**config.mk**
```make
export PLATFORM = sky130hd
export DESIGN_NAME = latch_alu_uart_stream_flat
export DESIGN_NICKNAME = d
export VERILOG_FILES = /design/src/rtl/latch_alu_uart_stream_if.sv /design/src/rtl/latch_alu_uart_stream.sv /design/src/flat_wrapper.sv
export SDC_FILE = /design/constraint.sdc
export NUM_CORES = 1
export LEC_CHECK = 0
export BUFFER_PORTS_ARGS = -buffer_cell sky130_fd_sc_hd__buf_2
export CORE_MARGIN = 2
export CORE_UTILIZATION = 55
export DETAILED_ROUTE_END_ITERATION = 16
export GPL_ROUTABILITY_DRIVEN = 0
export PLACE_DENSITY = 0.72
export SYNTH_ARGS = -nofsm -noshare
export SYNTH_HDL_FRONTEND = slang
export SYNTH_SLANG_ARGS = --single-unit
```
**constraint.sdc**
```tcl
create_clock -name clk -period 5.9 [get_ports clk]
set_clock_uncertainty 0.05 [all_clocks]
set_input_delay 0.59 -clock clk [delete_from_list [all_inputs] [get_ports clk]]
set_output_delay 0.59 -clock clk [all_outputs]
set_load 0.005 [all_outputs]
```
**src/rtl/latch_alu_uart_stream_if.sv**
```systemverilog
// Operand/strobe bus and status/serial outputs of latch_alu_uart_stream.
// master drives operands and strobes; slave is the datapath.
interface latch_alu_uart_stream_if #(
   parameter int DATA_W = 4
);
   localparam int RES_W = 2 * DATA_W;

   logic              save_a;
   logic              save_b;
   logic [DATA_W-1:0] data_in;
   logic [1:0]        op;
   logic              calc;
   logic [RES_W-1:0]  result;
   logic              result_valid;
   logic              fifo_full;
   logic              fifo_empty;
   logic              overflow;
   logic              uart_txd;
   logic              uart_busy;

   modport master (
      output save_a, save_b, data_in, op, calc,
      input  result, result_valid, fifo_full, fifo_empty, overflow, uart_txd, uart_busy
   );

   modport slave (
      input  save_a, save_b, data_in, op, calc,
      output result, result_valid, fifo_full, fifo_empty, overflow, uart_txd, uart_busy
   );
endinterface

```
**src/rtl/latch_alu_uart_stream.sv**
```systemverilog
// Operand latches + 4-op ALU feeding a result FIFO, drained by a UART
// transmitter that sends each result as RES_BYTES frames, LSB byte first.
module latch_alu_uart_stream #(
   parameter int DATA_W     = 4,
   parameter int FIFO_DEPTH = 8,
   parameter int CLK_DIV    = 434,
   parameter int PARITY_EN  = 0
) (
   input  logic                    clk,
   input  logic                    reset,
   latch_alu_uart_stream_if.slave  bus
);
   localparam int RES_W     = 2 * DATA_W;
   localparam int RES_BYTES = (RES_W + 7) / 8;
   localparam int SHIFT_W   = RES_BYTES * 8;
   localparam int PTR_W     = $clog2(FIFO_DEPTH);
   localparam int CNT_W     = PTR_W + 1;
   localparam int DIV_W     = $clog2(CLK_DIV);
   localparam int BIDX_W    = $clog2(RES_BYTES + 1);

   typedef enum logic [2:0] {
      S_IDLE,
      S_START,
      S_DATA,
      S_PARITY,
      S_STOP
   } state_t;

   logic [DATA_W-1:0]  a_q, b_q;
   logic [RES_W-1:0]   alu_res;
   logic [RES_W-1:0]   result_q;
   logic               result_valid_q;

   logic [RES_W-1:0]   mem [FIFO_DEPTH];
   logic [PTR_W-1:0]   wr_ptr, rd_ptr;
   logic [CNT_W-1:0]   count;
   logic               overflow_q;
   logic               fifo_full, fifo_empty;
   logic               push, pop;

   state_t             state_q, state_d;
   logic [DIV_W-1:0]   div_q;
   logic               bit_end;
   logic [2:0]         bit_q;
   logic [BIDX_W-1:0]  byte_q;
   logic [SHIFT_W-1:0] shreg_q;
   logic               par_q;
   logic               txd_q, txd_d;

   always_comb begin
      alu_res = '0;
      case (bus.op)
         2'b00:   alu_res = RES_W'(a_q) + RES_W'(b_q);
         2'b01:   alu_res = RES_W'(a_q) - RES_W'(b_q);
         2'b10:   alu_res = RES_W'(a_q) * RES_W'(b_q);
         default: alu_res = RES_W'(a_q & b_q);
      endcase
   end

   // calc sees the operands from before any same-cycle save strobe
   always_ff @(posedge clk) begin
      if (reset) begin
         a_q            <= '0;
         b_q            <= '0;
         result_q       <= '0;
         result_valid_q <= 1'b0;
      end else begin
         if (bus.save_a) a_q <= bus.data_in;
         if (bus.save_b) b_q <= bus.data_in;
         result_valid_q <= bus.calc;
         if (bus.calc) result_q <= alu_res;
      end
   end

   assign fifo_full  = (count == CNT_W'(FIFO_DEPTH));
   assign fifo_empty = (count == '0);
   // a pop in the same cycle frees the slot, so a full FIFO still accepts
   assign push       = bus.calc && (!fifo_full || pop);

   always_ff @(posedge clk) begin
      if (push) mem[wr_ptr] <= alu_res;
   end

   always_ff @(posedge clk) begin
      if (reset) begin
         wr_ptr     <= '0;
         rd_ptr     <= '0;
         count      <= '0;
         overflow_q <= 1'b0;
      end else begin
         if (push) wr_ptr <= wr_ptr + PTR_W'(1);
         if (pop)  rd_ptr <= rd_ptr + PTR_W'(1);
         if (push && !pop)      count <= count + CNT_W'(1);
         else if (!push && pop) count <= count - CNT_W'(1);
         if (bus.calc && !push) overflow_q <= 1'b1;
      end
   end

   assign bit_end = (div_q == DIV_W'(CLK_DIV - 1));

   always_comb begin
      state_d = state_q;
      txd_d   = txd_q;
      pop     = 1'b0;
      case (state_q)
         S_IDLE: begin
            txd_d = 1'b1;
            if (!fifo_empty) begin
               pop     = 1'b1;
               state_d = S_START;
               txd_d   = 1'b0;
            end
         end
         S_START: if (bit_end) begin
            state_d = S_DATA;
            txd_d   = shreg_q[0];
         end
         S_DATA: if (bit_end) begin
            if (bit_q == 3'd7) begin
               if (PARITY_EN != 0) begin
                  state_d = S_PARITY;
                  txd_d   = par_q;
               end else begin
                  state_d = S_STOP;
                  txd_d   = 1'b1;
               end
            end else begin
               txd_d = shreg_q[1];
            end
         end
         S_PARITY: if (bit_end) begin
            state_d = S_STOP;
            txd_d   = 1'b1;
         end
         S_STOP: if (bit_end) begin
            if (byte_q != BIDX_W'(RES_BYTES - 1)) begin
               state_d = S_START;
               txd_d   = 1'b0;
            end else begin
               state_d = S_IDLE;
               txd_d   = 1'b1;
            end
         end
         default: begin
            state_d = S_IDLE;
            txd_d   = 1'b1;
         end
      endcase
   end

   // shreg shifts one bit per data bit, so after 8 shifts the next byte sits at [7:0]
   always_ff @(posedge clk) begin
      if (reset) begin
         state_q <= S_IDLE;
         txd_q   <= 1'b1;
         div_q   <= '0;
         bit_q   <= '0;
         byte_q  <= '0;
         shreg_q <= '0;
         par_q   <= 1'b0;
      end else begin
         state_q <= state_d;
         txd_q   <= txd_d;
         if (state_q == S_IDLE || bit_end) div_q <= '0;
         else                              div_q <= div_q + DIV_W'(1);
         case (state_q)
            S_IDLE: if (pop) begin
               shreg_q <= SHIFT_W'(mem[rd_ptr]);
               byte_q  <= '0;
            end
            S_START: if (bit_end) begin
               bit_q <= '0;
               par_q <= ^shreg_q[7:0];
            end
            S_DATA: if (bit_end) begin
               shreg_q <= shreg_q >> 1;
               bit_q   <= bit_q + 3'd1;
            end
            S_STOP: if (bit_end && state_d == S_START) byte_q <= byte_q + BIDX_W'(1);
            default: ;
         endcase
      end
   end

   assign bus.result       = result_q;
   assign bus.result_valid = result_valid_q;
   assign bus.fifo_full    = fifo_full;
   assign bus.fifo_empty   = fifo_empty;
   assign bus.overflow     = overflow_q;
   assign bus.uart_txd     = txd_q;
   assign bus.uart_busy    = (state_q != S_IDLE);
endmodule

```
**src/flat_wrapper.sv**
```systemverilog
// flat-port wrapper written by rule: the top's interface ports become plain ports
module latch_alu_uart_stream_flat 
#(
   parameter int DATA_W     = 4,
   parameter int FIFO_DEPTH = 8,
   parameter int CLK_DIV    = 434,
   parameter int PARITY_EN  = 0
)
  (clk, reset, bus_save_a, bus_save_b, bus_data_in, bus_op, bus_calc, bus_result, bus_result_valid, bus_fifo_full, bus_fifo_empty, bus_overflow, bus_uart_txd, bus_uart_busy);
  latch_alu_uart_stream_if #(.DATA_W(DATA_W)) bus_i ();
  input  logic clk;
  input  logic reset;
  input wire logic [$bits(bus_i.save_a)-1:0] bus_save_a;
  input wire logic [$bits(bus_i.save_b)-1:0] bus_save_b;
  input wire logic [$bits(bus_i.data_in)-1:0] bus_data_in;
  input wire logic [$bits(bus_i.op)-1:0] bus_op;
  input wire logic [$bits(bus_i.calc)-1:0] bus_calc;
  output wire logic [$bits(bus_i.result)-1:0] bus_result;
  output wire logic [$bits(bus_i.result_valid)-1:0] bus_result_valid;
  output wire logic [$bits(bus_i.fifo_full)-1:0] bus_fifo_full;
  output wire logic [$bits(bus_i.fifo_empty)-1:0] bus_fifo_empty;
  output wire logic [$bits(bus_i.overflow)-1:0] bus_overflow;
  output wire logic [$bits(bus_i.uart_txd)-1:0] bus_uart_txd;
  output wire logic [$bits(bus_i.uart_busy)-1:0] bus_uart_busy;
  assign bus_i.save_a = bus_save_a;
  assign bus_i.save_b = bus_save_b;
  assign bus_i.data_in = bus_data_in;
  assign bus_i.op = bus_op;
  assign bus_i.calc = bus_calc;
  assign bus_result = bus_i.result;
  assign bus_result_valid = bus_i.result_valid;
  assign bus_fifo_full = bus_i.fifo_full;
  assign bus_fifo_empty = bus_i.fifo_empty;
  assign bus_overflow = bus_i.overflow;
  assign bus_uart_txd = bus_i.uart_txd;
  assign bus_uart_busy = bus_i.uart_busy;
  latch_alu_uart_stream #(.DATA_W(DATA_W), .FIFO_DEPTH(FIFO_DEPTH), .CLK_DIV(CLK_DIV), .PARITY_EN(PARITY_EN)) u_core (.clk(clk), .reset(reset), .bus(bus_i));
endmodule
```
## Yosys cells after proc, flatten, opt, wreduce, memory -nomap -nowiden

Memory sizes are Yosys's and may differ from the RTL's. A register that Yosys moved wholly into a read port is not among the register bits.
Cells that the tools add are included.

- Register bits: 53
- Bits in latches: 0
- Bits in writable memories: 64
- ROM bits: 0
- Input port bits: 11
- Output and inout port bits: 14
- Memories kept: 1

Memory list:

| memory | words | width | read ports | clocked after Yosys merged registers in | wr ports | line | source |
|---|---|---|---|---|---|---|---|
| u_core.mem | 8 | 8 | 1 | 1 | 1 | latch_alu_uart_stream.sv:34 | `logic [RES_W-1:0] mem [FIFO_DEPTH];` |

- $add $sub $neg: 9
- $mul: 1
- Divide/modulo/power cells: 0
- Order comparisons: 0
- Equality and inequality tests: 16
- Shift operators: 0
- Muxes and demuxes: 34
- Bitwise gates (word level): 1
- Reductions and logical operators: 23

Operators with widths:

| operator | count |
|---|---|
| two-way mux 3 bit | 10 |
| one-hot mux 8 bit (3 select lines) | 1 |
| two-way mux 8 bit | 2 |
| one-hot mux 8 bit (2 select lines) | 1 |
| one-hot mux 3 bit (5 select lines) | 1 |
| two-way mux 1 bit | 14 |
| != test 2 x 1 -> 1 bit, second input constant | 6 |
| adder 3 x 1 -> 3 bit, second input constant | 3 |
| adder 9 x 1 -> 9 bit, second input constant | 1 |
| equality test 9 bit, second input constant | 1 |
| AND reduction 3 bit | 3 |
| multiplier 4 x 4 -> 8 bit | 1 |
| two-way mux 4 bit | 2 |
| nonzero test 2 bit | 4 |
| equality test 3 x 1 -> 1 bit, second input constant | 2 |
| equality test 3 x 2 -> 1 bit, second input constant | 2 |
| equality test 3 bit, second input constant | 2 |
| one-hot mux 3 bit (2 select lines) | 1 |
| adder 4 x 4 -> 5 bit | 1 |
| logical AND 1 bit | 5 |
| one-hot mux 1 bit (5 select lines) | 1 |
| subtractor 4 x 4 -> 5 bit | 1 |
| adder 4 x 1 -> 4 bit, second input constant | 1 |
| AND 4 bit | 1 |
| 14 further kinds | 17 |

## Depth between registers and ports, before layout

Gate-level depths: netlist of the first run.

- Depth after elaboration: 9
- Mapped depth: 14

## Worst setup path after synthesis of the first run

No wires, ideal clock.

- Path type: reg-to-reg
- Start: register u_core.a_q[1]
- End: register u_core.result_q[7], in the netlist u_core.bus.result[7]
- Setup time: 0.115 ns
- Arrival time: 3.071 ns
- Required time: 5.735 ns
- Slack: 2.664 ns
- Stages on the path, launching flop included: 10
- Path buffers: 0
- Cell sequence: dfxtp_1 -> nand2_1 -> fa_1 -> inv_1 -> fa_1 -> ha_1 -> a211oi_1 -> nor3_1 -> or4_1 -> o21a_1

- Cells in the longest elaborated chain, start to end: 2

Ends and longest elaborated chain:

| what | line | source |
|---|---|---|
| start, declared | latch_alu_uart_stream.sv:29 | `logic [DATA_W-1:0] a_q, b_q;` |
| start signal, assigned | latch_alu_uart_stream.sv:68 | `if (bus.save_a) a_q <= bus.data_in;` |
| multiplier 4 x 4 -> 8 bit / subtractor 4 x 4 -> 5 bit (equally long branches) | latch_alu_uart_stream.sv:55, latch_alu_uart_stream.sv:54 |  |
| one-hot mux 8 bit (3 select lines) (*) | latch_alu_uart_stream.sv:52 | `case (bus.op)` |
| net u_core.alu_res[7] | latch_alu_uart_stream.sv:30 | `logic [RES_W-1:0] alu_res;` |
| end signal, assigned | latch_alu_uart_stream.sv:71 | `if (bus.calc) result_q <= alu_res;` |
| end, declared | latch_alu_uart_stream.sv:31 | `logic [RES_W-1:0] result_q;` |

Mark *: on every way through the listed nets, which the timed path passes. The rest lies on a longest branch.
A chain may end at the register's enable or synchronous reset.

## Worst setup path in the final report of the first run

Same ends and word-level chain as after synthesis.

==> results of run 1 <==
[flip-flops by register name, summed over array words and instances, names as in the netlist, named ones only]
signal                   count
u_core.shreg_q               8
u_core.bus.overflow          1
u_core.state_q               3
u_core.wr_ptr                3
u_core.a_q                   4
u_core.mem                  64
u_core.rd_ptr                3
u_core.b_q                   4
u_core.div_q                 9
u_core.bus.result            8
u_core.count                 4
u_core.byte_q                1
u_core.bus.uart_txd          1
u_core.bus.result_valid      1
u_core.bit_q                 3
[power by group]
part,total [mW],internal (mW),leakage [nW],switching (mW)
clock network,0.996,0.640,0.282,0.356
registers,1.06,0.968,1.05,0.0890
logic,0.480,0.230,1.17,0.250
[through the flow]
step / setup WS (ps) / cell area (µm²) / util (%) / hold WS (ps) / std cells
detailed placement: 2360 / 5820 / 59.0 / 404 / 606
finish: 2300 / 6400 / 64.9 / 284 / 637
CTS: 2310 / 6400 / 64.9 / 273 / 637
global placement: 2490 / 5820 / 59.0 / 393 / 606
global route: 2150 / 6400 / 64.9 / 273 / 637
floorplan: 2660 / 5620 / - / 380 / 467
[placed cells by master, fill, tap and decap left out, types with 9 or more instances in the layout]
cell type,netlist,routed
nor2_1,75,75
edfxtp_1,64,64
dfxtp_1,56,56
ha_1,29,29
buf_2,5,24
mux2i_1,21,21
inv_1,19,19
nand2_1,19,19
mux4_2,17,17
a21oi_1,17,17
clkbuf_16,0,16
o21ai_0,15,15
xnor2_1,9,9
[metal layers]
layer  routed length (µm)  global-route usage [%]
met1                 4690                    27.0
met2                 5640                    37.0
met3                  441                    4.87
met4                  100                    7.90
met5                    0                       0
[logic make-up (layout without fill, tap and decap cells)]
| group | after synthesis | count (layout) |
|---|---|---|
| muxes | 40 | 40 |
| AOI/OAI and AO/OA | 65 | 65 |
| adders and majority gates | 36 | 36 |
| DFF | 120 | 120 |
| and+or+nand+nor | 148 | 148 |
| xor gates and xnor gates | 17 | 17 |
| buffers and inverters | 41 | 78 |
[worst paths after layout]
| kind | cells past startpoint | end | start |
|---|---|---|---|
| hold / removal | 3 | u_core.a_q[2] | bus_data_in[2] |
| hold reg to reg | 2 | u_core.bit_q[1] | u_core.bit_q[1] |
| setup / recovery | 9 | u_core.bus.result[7] | u_core.a_q[1] |
| setup reg to reg | 9 | u_core.bus.result[7] | u_core.a_q[1] |
[area by class of cell]
class	count	area share, %
Tap cell	133	2.60
Clock inverter	12	2.39
Timing Repair Buffer	25	1.99
Sequential cell	120	47.6
Multi-Input combinational cell	306	37.6
Inverter	22	1.29
Clock buffer	19	6.59
[worst max-delay path, delay by kind of cell, from the launching register on]
kind                     cells  cell delay (ps)
adder cells (fa/ha/maj)      3             1360
AND/OR/NAND/NOR              3              880
AO/OA/AOI/OAI                2              640
flip-flops                   1              500
buffers and inverters        1               50
==> impl_metrics.env, run 1 <==
export IMPL_hold_violations=0
export IMPL_synthSimpleGateAreaFrac_pct=12.7
export IMPL_numCtsBuffers=17
export IMPL_syn2layout_area_growth_pct=13.8
export IMPL_die_y_um=105
export IMPL_n_antenna_cell=0
export IMPL_regToRegSetupSlack_ps=2300
export IMPL_dieArea_um2=11000
export IMPL_cpPeakStageDelay_ps=640
export IMPL_cts_root_buf="clkbuf_8"
export IMPL_crit_fanout=9
export IMPL_htree_levels=4
export IMPL_min_period_ps=3600
export IMPL_finalSetupTns_ps=0
export IMPL_clk_pin_slew_ps=60
export IMPL_synth_compound_area_share_pct=7.48
export IMPL_synth_top_area_share_pct=34.2
export IMPL_clock_latency_ps=510
export IMPL_synth_top_family_by_area="simple AND/OR/NAND/NOR gates"
export IMPL_clock_path_buffers=2
export IMPL_yosysMostFrequentCell="nor2_1"
export IMPL_cap_violations=0
export IMPL_multi_input_area_um2=2400
export IMPL_io_pins=25
export IMPL_synthCells=467
export IMPL_viasPerCell=5.51
export IMPL_ys_warn_count=0
export IMPL_post_synth_mux_area_share_pct=11.0
export IMPL_synth_area_leaders="edfxtp_1, dfxtp_1, mux4_2"
export IMPL_synth_area_per_cell_um2=12.0
export IMPL_cp_start_kind="flip-flop"
export IMPL_synth_xor_area_share_pct=2.65
export IMPL_cts_sinks=120
export IMPL_worstMarginPinSlew_ps=1060
export IMPL_tritoncts="yes"
export IMPL_rsz0062_at_grt="false"
export IMPL_cp_arrival_ps=3950
export IMPL_power_per_cell_area_nw_per_um2=396
export IMPL_cts_resized=0
export IMPL_ys_ff_latch=120
export IMPL_period_share_pct=61.0
export IMPL_critical_path_cell_chain="nand2_1, fa_1, inv_1, fa_1, ha_1, a211oi_1, nor3_1, or4_1, o21a_1"
export IMPL_fp_dieW_um=105
export IMPL_ant_nets=0
export IMPL_ys_async_sr_fraction_pct=0
export IMPL_drive_gt1_share_pct=16.3
export IMPL_synth_distinct_cells=48
export IMPL_crit_type="flip-flop to flip-flop"
export IMPL_synth_common_cells="nor2_1, edfxtp_1, dfxtp_1"
export IMPL_drv_slew=0
export IMPL_synthAdderAreaFrac_pct=8.95
export IMPL_ys_seq_area_share_pct=54.1
export IMPL_initial_utilization_pct=57.0
export IMPL_track_usage_pct=21.6
export IMPL_grt_pass1_wl_um=18200
export IMPL_dp_hpwl_um=7470
export IMPL_overflow=0
export IMPL_io_buffer_count=24
export IMPL_n_fill_cell=697
export IMPL_antenna_found_initial=0
export IMPL_p_leak_nw=2.51
export IMPL_ir_drop_mv=0.196
export IMPL_coreArea_um2=9860
export IMPL_cp_required_ps=6250
export IMPL_outcome="completed"
export IMPL_p_total_mw=2.53
export IMPL_yosysTopAreaCell="edfxtp_1"
export IMPL_seq_area_um2=3040
export IMPL_finalSetupViolations=0
export IMPL_endpoint_kind="flip-flop"
export IMPL_num_vias=3507
export IMPL_slowest_stage="or4_1"
export IMPL_grt_pass1_vias=3654
export IMPL_synth_main_ff_cell="edfxtp_1"
export IMPL_rows=36
export IMPL_slew_headroom_pct=29.1
export IMPL_routed_wl_um=10900
export IMPL_path_common_cell="fa_1"
export IMPL_grt_max_degree=47
export IMPL_syn_num_nets=514
export IMPL_hold_class="input port to flip-flop"
export IMPL_drt_pass1_iterations=4
export IMPL_cts_hold_buf=0
export IMPL_fmax_mhz=278
export IMPL_drcViolationCount=0
export IMPL_wl_per_cell_um=17.1
export IMPL_drt_iter0_drc=166
export IMPL_synth_edf_count=64
export IMPL_nets=539
export IMPL_postCtsSetupRepairBufs=0
export IMPL_synth_area_um2=5620
Note: power is estimated with default switching activity, not from simulation.
==> inputs of run 2 (changes only) <==
==> constraint.sdc (replaced) <==
create_clock -name clk -period 3.69 [get_ports clk]
set_clock_uncertainty 0.05 [all_clocks]
set_input_delay 0.369 -clock clk [delete_from_list [all_inputs] [get_ports clk]]
set_output_delay 0.369 -clock clk [all_outputs]
set_load 0.005 [all_outputs]
==> run 2 against run 1 <==
Core utilization grew 0.84 points. Non-clock buffer count grew 7. First-iteration DRC count grew 14%. Global-route usage is essentially flat. Sequential share of layout area shrank 0.61 points. Die area is the same. Largest cell class unchanged. Largest power group is now the clock network.
==> impl_metrics.env, run 2 (synthesis gave the netlist of run 1 again) <==
export IMPL_n_fill_cell=758
export IMPL_grt_pass1_wl_um=18100
export IMPL_overflow=0
export IMPL_worstHoldStart="bus_data_in[2]"
export IMPL_post_route_util_pct=65.7
export IMPL_dieArea_um2=11000
export IMPL_io_buffer_count=24
export IMPL_viasPerCell=5.59
export IMPL_endpoint_kind="flip-flop"
export IMPL_slowest_stage="or4_1"
export IMPL_fin_cells=645
export IMPL_r2r_end="u_core.bus.result[7]"
export IMPL_hold_end="u_core.a_q[2]"
export IMPL_finalInstanceArea_um2=6480
export IMPL_cts_sinks=120
export IMPL_syn2layout_area_growth_pct=15.3
export IMPL_clk_pin_slew_ps=60
export IMPL_nets=546
export IMPL_p_total_mw=4.16
export IMPL_p_leak_nw=2.55
export IMPL_r2r_cells=9
export IMPL_postLayoutSetupSlackWorst_ps=246
export IMPL_place_ws_ps=266
export IMPL_final_common_cell="nor2_1"
export IMPL_initial_utilization_pct=57.0
export IMPL_finalSetupViolations=0
export IMPL_cp_start_kind="flip-flop"
export IMPL_crit_fanout=9
export IMPL_largest_reg_flops=64
export IMPL_slew_headroom_pct=30.0
export IMPL_cap_violations=0
export IMPL_grt_pass1_vias=3646
export IMPL_crit_type="flip-flop to flip-flop"
export IMPL_min_period_ps=3440
export IMPL_critical_path_cell_chain="nand2_1, fa_1, inv_1, fa_1, ha_1, a211oi_1, nor3_1, or4_1, o21a_1"
export IMPL_grt_max_degree=47
export IMPL_hold_class="input port to flip-flop"
export IMPL_io_pins=25
export IMPL_drive_gt1_share_pct=17.4
export IMPL_worstMarginPinSlew_ps=1040
export IMPL_whs_path_depth=3
export IMPL_n_antenna_cell=0
export IMPL_clock_path_buffers=2
export IMPL_tritoncts="yes"
export IMPL_power_per_cell_area_nw_per_um2=642
export IMPL_cp_arrival_ps=3800
export IMPL_dp_hpwl_um=7320
export IMPL_placed_cells=613
export IMPL_die_y_um=105
export IMPL_outcome="completed"
export IMPL_drt_iter0_drc=189
export IMPL_cts_resized=0
export IMPL_multi_input_area_um2=2400
export IMPL_regToRegSetupSlack_ps=250
export IMPL_postCtsSetupRepairBufs=0
export IMPL_reg_top3="u_core.mem (64), u_core.div_q (9)"
export IMPL_final_cell_mix="nor2_1, edfxtp_1, dfxtp_1"
export IMPL_cts_root_buf="clkbuf_8"
export IMPL_dpl_cell_area_um2=5870
export IMPL_holdWs_ps=53.4
export IMPL_rsz0062_at_grt="false"
export IMPL_wl_per_cell_um=16.9
export IMPL_seq_area_um2=3040
export IMPL_hold_violations=0
export IMPL_rows=36
export IMPL_finalSetupTns_ps=0
export IMPL_htree_levels=4
export IMPL_num_vias=3605
export IMPL_routed_wl_um=10900
export IMPL_fmax_mhz=290
export IMPL_numCtsBuffers=17
export IMPL_critical_path_buf_inv_count=1
export IMPL_period_share_pct=93.3
export IMPL_cp_top_family="adder cells"
export IMPL_cts_hold_buf=0
export IMPL_regMostFlops="u_core.mem"
export IMPL_drcViolationCount=0
export IMPL_ant_nets=0
export IMPL_antenna_found_initial=0
export IMPL_clock_latency_ps=520
export IMPL_coreArea_um2=9860
export IMPL_path_common_cell="fa_1"
export IMPL_track_usage_pct=21.6
export IMPL_cp_required_ps=4050
export IMPL_drt_pass1_iterations=4
export IMPL_ir_drop_mv=0.355
export IMPL_fp_dieW_um=105
export IMPL_r2r_start="u_core.b_q[3]"
export IMPL_cpPeakStageDelay_ps=640
export IMPL_drv_slew=0
## run 2: changes by cell type in the layout (fill, tap and decap cells not counted)
cell	delta
bufinv_16	+1
nor3_1	+1
clkinv_2	-1
clkinv_4	-3
clkinvlp_4	+3
buf_4	+7
clkbuf_8	+1
clkbuf_1	-1
clkinv_1	+1
nor3_2	-1
## run 2: area by class of cell
cell class	instances	share of cell area, %
clock inverters	13	2.74
repair buffers	32	2.78
flip-flops and latches	120	46.9
inverters	22	1.27
well taps	133	2.57
clock buffers	19	6.66
multi-input cells	306	37.0
## run 2: tightest hold or removal path, stage by stage
cell	delay, ps
buf_2	90
mux2i_1	60
nor2_1	70
## run 2: metal layers
layer  track usage, %  up-vias  share of wire, %
met1             27.8     1772                44
met3             5.55       12               4.2
met2             35.4       63                50
met4             8.10        0               1.2
met5                0        -                 0
li1                 -     1758                 -
## run 2: where the power goes
| group | switching (mW) | leakage, nW | total, mW | internal (mW) |
|---|---|---|---|---|
| combinational | 0.442 | 1.21 | 0.818 | 0.375 |
| sequential | 0.108 | 1.05 | 1.66 | 1.55 |
| clock | 0.582 | 0.288 | 1.69 | 1.11 |
| total | 1.13 | 2.55 | 4.16 | 3.03 |
## run 2: how the worst max path moves through the flow
stage                     slack, ps  cells past startpoint     startpoint                    to
after floorplan                 450                      9  u_core.a_q[1]  u_core.bus.result[7]
after global placement          360                      9  u_core.b_q[3]  u_core.bus.result[7]
after detailed placement        270                      9  u_core.b_q[3]  u_core.bus.result[7]
after CTS                       260                      9  u_core.b_q[3]  u_core.bus.result[7]
after global routing             80                      9  u_core.b_q[3]  u_core.bus.result[7]
final                           250                      9  u_core.b_q[3]  u_core.bus.result[7]
